## src/rtl/word_packer_if.sv

```systemverilog
// Handshake bundle for word_packer: byte stream in, packed word out.
interface word_packer_if #(
  parameter int WORD_LENGTH = 3,
  parameter int DATA_WIDTH  = 8,
  parameter int LEN_W       = $clog2(WORD_LENGTH + 1)
) ();
  logic [DATA_WIDTH-1:0]             in_data;
  logic                              in_valid;
  logic                              in_last;
  logic                              in_ready;
  logic [WORD_LENGTH*DATA_WIDTH-1:0] word;
  logic [LEN_W-1:0]                  word_len;
  logic                              word_trunc;
  logic                              word_valid;
  logic                              word_ready;

  // Driver side: feeds characters and consumes words.
  modport master (
    output in_data, in_valid, in_last, word_ready,
    input  in_ready, word, word_len, word_trunc, word_valid
  );

  // Packer side.
  modport slave (
    input  in_data, in_valid, in_last, word_ready,
    output in_ready, word, word_len, word_trunc, word_valid
  );
endinterface

```

## src/rtl/word_packer.sv

```systemverilog
// Splits a byte stream on a delimiter and packs each word MSB-first into a
// fixed-width bus; over-long words are truncated and flagged.
module word_packer #(
  parameter int                    WORD_LENGTH = 3,
  parameter int                    DATA_WIDTH  = 8,
  parameter logic [DATA_WIDTH-1:0] DELIM       = 8'h20,
  parameter int                    LEN_W       = $clog2(WORD_LENGTH + 1)
) (
  input logic          clk,
  input logic          rst_n,
  word_packer_if.slave bus
);
  localparam logic [1:0] FILL = 2'd0;
  localparam logic [1:0] SKIP = 2'd1;
  localparam logic [1:0] HOLD = 2'd2;

  localparam logic [LEN_W-1:0] FULL = LEN_W'(WORD_LENGTH);

  logic [1:0]                        state;
  logic [LEN_W-1:0]                  cnt;
  logic                              trunc;
  logic [WORD_LENGTH*DATA_WIDTH-1:0] data_buf;

  logic accept;
  logic is_delim;

  assign accept   = bus.in_valid && bus.in_ready;
  assign is_delim = (bus.in_data == DELIM);

  // Outputs come straight from state registers, so they hold while stalled.
  assign bus.in_ready   = (state != HOLD);
  assign bus.word_valid = (state == HOLD);
  assign bus.word       = data_buf;
  assign bus.word_len   = cnt;
  assign bus.word_trunc = trunc;

  // Word assembly FSM: FILL collects, SKIP discards overflow, HOLD presents.
  // NOTE: non-blocking assignments keep every register update in this block
  // reading pre-edge values, so store-at-cnt and cnt++ see the same cnt.
  // NOTE: the word buffer is a plain register (not a RAM) and is reset so the
  // bus reads zero after reset and a discarded partial word never leaks out.
  always_ff @(posedge clk or negedge rst_n) begin
    if (!rst_n) begin
      state    <= FILL;
      cnt      <= '0;
      trunc    <= 1'b0;
      data_buf <= '0;
    end else begin
      case (state)
        FILL: begin
          if (accept) begin
            if (is_delim) begin
              // Leading/repeated delimiters are dropped; otherwise close word.
              if (cnt != '0) state <= HOLD;
            end else if (cnt != FULL) begin
              for (int i = 0; i < WORD_LENGTH; i++) begin
                if (cnt == LEN_W'(i))
                  data_buf[(WORD_LENGTH-1-i)*DATA_WIDTH +: DATA_WIDTH] <= bus.in_data;
              end
              cnt <= cnt + 1'b1;
              if (bus.in_last) state <= HOLD;
            end else begin
              trunc <= 1'b1;
              state <= bus.in_last ? HOLD : SKIP;
            end
          end
        end
        SKIP: begin
          if (accept && (is_delim || bus.in_last)) state <= HOLD;
        end
        HOLD: begin
          if (bus.word_ready) begin
            data_buf <= '0;
            cnt      <= '0;
            trunc    <= 1'b0;
            state    <= FILL;
          end
        end
        default: state <= FILL;
      endcase
    end
  end
endmodule
```

## src/flat_wrapper.sv

```systemverilog
// flat-port wrapper written by rule: the top's interface ports become plain ports
module word_packer_flat 
#(
  parameter int                    WORD_LENGTH = 3,
  parameter int                    DATA_WIDTH  = 8,
  parameter logic [DATA_WIDTH-1:0] DELIM       = 8'h20,
  parameter int                    LEN_W       = $clog2(WORD_LENGTH + 1)
)
  (clk, rst_n, bus_in_data, bus_in_valid, bus_in_last, bus_word_ready, bus_in_ready, bus_word, bus_word_len, bus_word_trunc, bus_word_valid);
  word_packer_if #(.WORD_LENGTH(WORD_LENGTH), .DATA_WIDTH(DATA_WIDTH), .LEN_W(LEN_W)) bus_i ();
  input logic clk;
  input logic rst_n;
  input wire logic [$bits(bus_i.in_data)-1:0] bus_in_data;
  input wire logic [$bits(bus_i.in_valid)-1:0] bus_in_valid;
  input wire logic [$bits(bus_i.in_last)-1:0] bus_in_last;
  input wire logic [$bits(bus_i.word_ready)-1:0] bus_word_ready;
  output wire logic [$bits(bus_i.in_ready)-1:0] bus_in_ready;
  output wire logic [$bits(bus_i.word)-1:0] bus_word;
  output wire logic [$bits(bus_i.word_len)-1:0] bus_word_len;
  output wire logic [$bits(bus_i.word_trunc)-1:0] bus_word_trunc;
  output wire logic [$bits(bus_i.word_valid)-1:0] bus_word_valid;
  assign bus_i.in_data = bus_in_data;
  assign bus_i.in_valid = bus_in_valid;
  assign bus_i.in_last = bus_in_last;
  assign bus_i.word_ready = bus_word_ready;
  assign bus_in_ready = bus_i.in_ready;
  assign bus_word = bus_i.word;
  assign bus_word_len = bus_i.word_len;
  assign bus_word_trunc = bus_i.word_trunc;
  assign bus_word_valid = bus_i.word_valid;
  word_packer #(.WORD_LENGTH(WORD_LENGTH), .DATA_WIDTH(DATA_WIDTH), .DELIM(DELIM), .LEN_W(LEN_W)) u_core (.clk(clk), .rst_n(rst_n), .bus(bus_i));
endmodule
```

## config.mk

```make
export PLATFORM = sky130hd
export DESIGN_NAME = word_packer_flat
export DESIGN_NICKNAME = d
export VERILOG_FILES = /design/src/rtl/word_packer_if.sv /design/src/rtl/word_packer.sv /design/src/flat_wrapper.sv
export SDC_FILE = /design/constraint.sdc
export NUM_CORES = 1
export LEC_CHECK = 0
export ABC_AREA = 1
export BUFFER_PORTS_ARGS = -buffer_cell sky130_fd_sc_hd__buf_2
export CORE_MARGIN = 2
export CORE_UTILIZATION = 46
export DETAILED_ROUTE_END_ITERATION = 6
export PLACE_DENSITY = 0.8
export SKIP_LAST_GASP = 1
export SYNTH_ARGS = -nofsm -noshare
export SYNTH_HDL_FRONTEND = slang
export SYNTH_SLANG_ARGS = --single-unit
```

## constraint.sdc

```tcl
create_clock -name clk -period 1.65 [get_ports clk]
set_clock_uncertainty 0.2 [all_clocks]
set_input_delay 0.0825 -clock clk [delete_from_list [all_inputs] [get_ports clk]]
set_output_delay 0.0825 -clock clk [all_outputs]
set_load 0.01 [all_outputs]
```

==> impl_metrics.toml, run 1 <==
[status]
status = "finished, violations left"
violations = "setup timing"

[cells_and_area]
nets = 275
fin_util_pct = 67.94
layout-drive-gt1-share_pct = 36.29
area_growth_pct = 39.03
antenna_cells = 0

[logic_synthesis]
synth_cell_types = 25
ys_top_cells_by_count = "nand2_1, dfrtp_1, inv_1"
synth_cells = 187
avgSynthCellArea_um2 = 8.109
synth_edf_count = 0
synthXorXnorAreaFrac_pct = 0
synth_nets = 204
seq_area_frac_synth_pct = 47.85
synth_area_leaders = "dfrtp_1, nand2_1, inv_1"
synth.largest_area_cell = "dfrtp_1"
synth_mux_area_share_pct = 0
synth_most_common_cell = "nand2_1"
synth_ff_type = "dfrtp_1"
yosys.area_share.adder_pct = 3.300
synth_compound_area_share_pct = 6.436
netlist_area_mm2 = 0.001516
yosysTopAreaCellShare_pct = 47.85
synth-simple-area-share_pct = 35.15
ys_ff_latch = 29
synth_top_family_by_area = "simple AND/OR/NAND/NOR gates"
yosys_warnings = 0
postSynth.asyncResetShare_pct = 100.0

[critical_path]
arrival_ns = 1.73
crit_required_ns = 1.72
path_max_fanout = 8
crit_type = "register to register"
start_kind = "register"
end_kind = "register"

[sta]
hold_viol_final = 0
setup_violations = 4
fmax_ghz = 0.6041
setup_tns_ns = -0.01499
period_minus_slack_ns = 1.655
tightest_slew_ns = 0.6157
slew_viol_final = 0
min_period_over_period_pct = 100.3
max_slew_margin_pct = 58.95
rsz0062_at_grt = "yes"
finalWorstSetupSlack_ns = -0.005336

[clocking]
cts_buffers = 5
clock-sinks = 29
clk_pin_slew_ns = 0.10
root_buffer = "clkbuf_4"
clock_path_buffers = 2
worstSkewPairLatency_ns = 0.33
cts_max_level = 2
cts_tree = "yes"

[drt]
drt-vias-per-instance = 4.924
antenna_left = 0
vias = 1492
drc = 0
first_pass_iters = 4
initialDrtViolationCount = 89
avgRoutedWirePerCell_um = 12.64
drt-total-wl_um = 3831

[grt]
antenna_found_initial = 0
grt_pass1_wl_um = 5658
grtUsageTotal_pct = 20.74
grt_max_degree = 30
grt_overflow = 0
grt_pass1_vias = 1273

[place]
place_congestion = 0.8665
port_buffers = 41
dp_hpwl_um = 2467
pre_cts_slack_ns = -0.005862

[die]
start_util_pct = 48.87
io_pins = 42
fp.dieArea_mm2 = 0.003772
row_count = 20
die_x_um = 61.42
die_h_um = 61.42
core_mm2 = 0.003103

[pwr]
power.density_mw_per_mm2 = 1812
leakagePower_nw = 1.176
vdd_drop_max_mv = 0.9379

[job]
drv_cap = 0

[hold_path]
holdCritPathClass = "input pin to register"
[cell type report]
type | instances | area (um^2)
clock buffers | 5 | 37.54
clock inverters | 3 | 17.52
fillers | 271 | 994.7
inverters | 21 | 91.34
multi-input cells | 135 | 734.5
flip-flops and latches | 29 | 728.2
well taps | 44 | 55.05
repair buffers | 66 | 444.2
[where the power goes]
group / internal (mW) / switching (mW) / leakage (nW)
clock network: 0.160 / 0.268 / 0.0310
logic: 0.899 / 1.31 / 0.775
registers: 1.01 / 0.175 / 0.371
[path summary, 6_finish.rpt]
path                                                          from                              end  slack (ns)  cells after the start
worst min register to register     u_core.bus.word[20]$_DFFE_PN0P_  u_core.bus.word[20]$_DFFE_PN0P_        0.28                      2
worst min-delay path                                  bus_in_valid      u_core.state[1]$_DFFE_PN0P_        0.03                      5
worst max register to register  u_core.bus.word_len[1]$_DFFE_PN0P_  u_core.bus.word[13]$_DFFE_PN0P_      -0.005                      8
min in group asynchronous                                    rst_n  u_core.bus.word[10]$_DFFE_PN0P_        0.08                      2
max in group asynchronous                                    rst_n      u_core.state[0]$_DFFE_PN0P_        0.72                      2
worst max-delay path            u_core.bus.word_len[1]$_DFFE_PN0P_  u_core.bus.word[13]$_DFFE_PN0P_      -0.005                      8
[repair_timing]
action | in CTS | in global routing
resized for setup | 4 | 18
buffers inserted | 0 | 6
pin swaps | 0 | 14
endpoints found under the setup margin | 9 | 29
hold endpoints to repair | 55 | 0
hold buffers | 11 | 0
cloned | 0 | 1
[cells in the final DEF (no fill, tap or decap), types with 4 or more instances in the layout]
| cell | n |
|---|---|
| dlygate4sd3_1 | 11 |
| clkbuf_4 | 5 |
| buf_4 | 10 |
| nand3_1 | 14 |
| buf_2 | 41 |
| nand2_2 | 7 |
| nand2_1 | 62 |
| nor2_4 | 6 |
| o21ai_0 | 10 |
| nor2_1 | 15 |
| inv_1 | 17 |
| dfrtp_1 | 27 |
| nand2_4 | 4 |
[worst max-delay path: stages (launching register included)]
cell     delay (ns)
dfrtp_1        0.43
ha_2           0.20
inv_4          0.09
nor2_4         0.05
nor3b_4        0.29
nand2_4        0.14
inv_8          0.10
nand2_2        0.04
nand2_1        0.07
[registers in the layout, summed over array words and instances (netlist names)]
| name | flops |
|---|---|
| u_core.bus.word | 24 |
| u_core.bus.word_trunc | 1 |
| u_core.state | 2 |
| u_core.bus.word_len | 2 |
[through the flow]
| stage | power [mW] | instances | instance area [um^2] | hold slack, ns |
|---|---|---|---|---|
| global placement | 3.077 | 277 | 1817 | -0.06571 |
| finish | 3.821 | 303 | 2108 | 0.03223 |
| floorplan | 2.441 | 187 | 1520 | -0.4131 |
| global route | 4.135 | 303 | 2108 | 0.07484 |
| detailed placement | 3.111 | 277 | 1817 | -0.05884 |
| CTS | 3.586 | 296 | 1989 | 0.01522 |
[layer usage]
layer	wire length, um	global-route usage, %	up-vias	share of wire, %
li1	-	-	723	-
met4	60	6.383	0	1.6
met5	0	0	-	0
met2	1839	31.46	71	48
met1	1601	28.53	689	42
met3	331	6.723	9	8.6
[kinds of logic after synthesis]
kind of cell               after synthesis
DFF                                     29
and+or+nand+nor                        112
adders and majority gates                4
AOI/OAI and AO/OA                       18
buffers and inverters                   24
(Power assumes the default switching activity.)
==> run 2: changes to the inputs <==
--- a/config.mk
+++ b/config.mk
@@ -7,7 +7,6 @@
 export LEC_CHECK = 0
 export ABC_AREA = 1
 export BUFFER_PORTS_ARGS = -buffer_cell sky130_fd_sc_hd__buf_2
-export CORE_MARGIN = 2
 export CORE_UTILIZATION = 46
 export DETAILED_ROUTE_END_ITERATION = 6
 export PLACE_DENSITY = 0.8
==> impl_metrics.toml, run 2 (same netlist as run 1, synthesis figures left out) <==
[grt]
met2_usage_pct = 32.58
grt_pass1_vias = 1280
busiest_layer = "met2"
met3_usage_pct = 6.550
grtUsageTotal_pct = 21.86
grt_max_degree = 30
met1_usage_pct = 28.17
grt_overflow = 0
antenna_found_initial = 0
grt_pass1_wl_um = 5609

[place]
place_congestion = 0.8426
port_buffers = 41
dp_hpwl_um = 2557
pre_cts_slack_ns = -0.03156
placed_area_mm2 = 0.001817

[critical_path]
r2r_slack_ns = -0.01
crit_required_ns = 1.68
start_kind = "input pin"
timing.rr.start = "u_core.bus.word_len[1]$_DFFE_PN0P_"
arrival_ns = 1.70
r2r_cells = 8
end_kind = "register"
crit_type = "input pin to register"
path_max_fanout = 8
r2r_end = "u_core.bus.word[14]$_DFFE_PN0P_"

[drt]
initialDrtViolationCount = 33
drt-vias-per-instance = 4.825
vias = 1457
avgRoutedWirePerCell_um = 12.46
drt-total-wl_um = 3763
first_pass_iters = 4
drc = 0
antenna_left = 0

[sta]
rsz0062_at_grt = "yes"
max_slew_margin_pct = 59.39
fin_hold_ws_ns = 0.07973
fmax_ghz = 0.6013
min_period_over_period_pct = 100.8
tightest_slew_ns = 0.6092
finalWorstSetupSlack_ns = -0.01316
period_minus_slack_ns = 1.663
setup_violations = 9
hold_viol_final = 0
slew_viol_final = 0

[status]
violations = "setup timing"
status = "finished, violations left"

[cells_and_area]
layout-drive-gt1-share_pct = 41.09
largest_register_ffs = 24
final_common_cell = "nand2_1"
mostFrequentLayoutCells = "nand2_1, buf_2, dfrtp_1, nand2_2, inv_1"
fin_util_pct = 70.33
area_growth_pct = 42.74
nets = 274
design_area_mm2 = 0.002165
antenna_cells = 0

[clocking]
clock_path_buffers = 2
clk_pin_slew_ns = 0.10
cts_buffers = 5
cts_max_level = 2
clock-sinks = 29
root_buffer = "clkbuf_4"
worstSkewPairLatency_ns = 0.33
cts_tree = "yes"

[pwr]
vdd_drop_max_mv = 0.9507
leakagePower_nw = 1.188
total_power_mw = 4.062
power.density_mw_per_mm2 = 1876

[die]
row_count = 20
fp.dieArea_mm2 = 0.003530
die_x_um = 59.42
core_mm2 = 0.003078
die_h_um = 59.42
start_util_pct = 49.27
io_pins = 42

[hold_path]
holdCritPathClass = "input pin to asynchronous set/reset pin"

[job]
drv_cap = 0
## run 2: changes by cell type in the layout (fill, tap and decap cells not counted), moves of 2 or more
cell / before / now
nand3_2: 0 / 2
nand2_2: 7 / 17
buf_4: 10 / 8
nand3_1: 14 / 12
nand2_1: 62 / 51
## run 2: worst max-delay path, stage by stage
cell and delay [ns]:
dlygate4sd3_1 0.54, buf_2 0.13, inv_2 0.05, nor2_1 0.03, nand2_1 0.09, nor2_4 0.06
nand2_4 0.11, nand2_4 0.06, nor2_4 0.19, buf_12 0.14, nand2_8 0.08, nand2_2 0.06
nand2_1 0.05
## run 2: routing by layer
layer	vias up	routed length, um
met5	-	0
met1	664	1618
met2	54	1791
met4	0	91
li1	726	-
met3	13	262
## run 2: stage by stage
stage,cells,TNS [ns]
after floorplan,187,0
after global placement,277,0
final,302,-0.05697
after detailed placement,277,-0.2087
after global routing,302,-1.377
after CTS,297,-0.02653
## run 2: worst max path at each step
| stage | depth (start not counted) | to | startpoint | slack, ns |
|---|---|---|---|---|
| floorplan | 8 | u_core.bus.word[10]$_DFFE_PN0P_ | u_core.bus.word_len[0]$_DFFE_PN0P_ | 0.08 |
| global placement | 8 | u_core.bus.word[12]$_DFFE_PN0P_ | u_core.bus.word_len[0]$_DFFE_PN0P_ | 0.02 |
| global route | 8 | u_core.bus.word[14]$_DFFE_PN0P_ | u_core.bus.word_len[1]$_DFFE_PN0P_ | -0.1 |
| finish | 13 | u_core.bus.word[20]$_DFFE_PN0P_ | bus_in_data[5] | -0.01 |
| CTS | 4 | bus_in_ready | u_core.state[0]$_DFFE_PN0P_ | -0.03 |
| detailed placement | 8 | u_core.bus.word[10]$_DFFE_PN0P_ | u_core.bus.word_len[0]$_DFFE_PN0P_ | -0.03 |
## run 2: layout make-up
type / count / area, um^2
Sequential cell: 29 / 726.9
Inverter: 21 / 88.84
Tap cell: 44 / 55.05
Timing Repair Buffer: 65 / 462.9
Clock inverter: 3 / 17.52
Multi-Input combinational cell: 135 / 775.7
Fill cell: 237 / 913.4
Clock buffer: 5 / 37.54
## run 2: repair_timing
item,in CTS,in global routing
cloned,0,2
setup endpoints to repair,17,28
pin swaps,0,13
resized for setup,3,34
hold buffers,12,0
setup buffers,0,4
hold endpoints to repair,56,0
## run 2: power breakdown
| group | switching, mW | total [mW] | internal, mW | leakage, nW |
|---|---|---|---|---|
| clock network | 0.268 | 0.429 | 0.160 | 0.0310 |
| registers | 0.195 | 1.20 | 1.01 | 0.372 |
| logic | 1.39 | 2.43 | 1.04 | 0.784 |
| total | 1.86 | 4.06 | 2.21 | 1.19 |
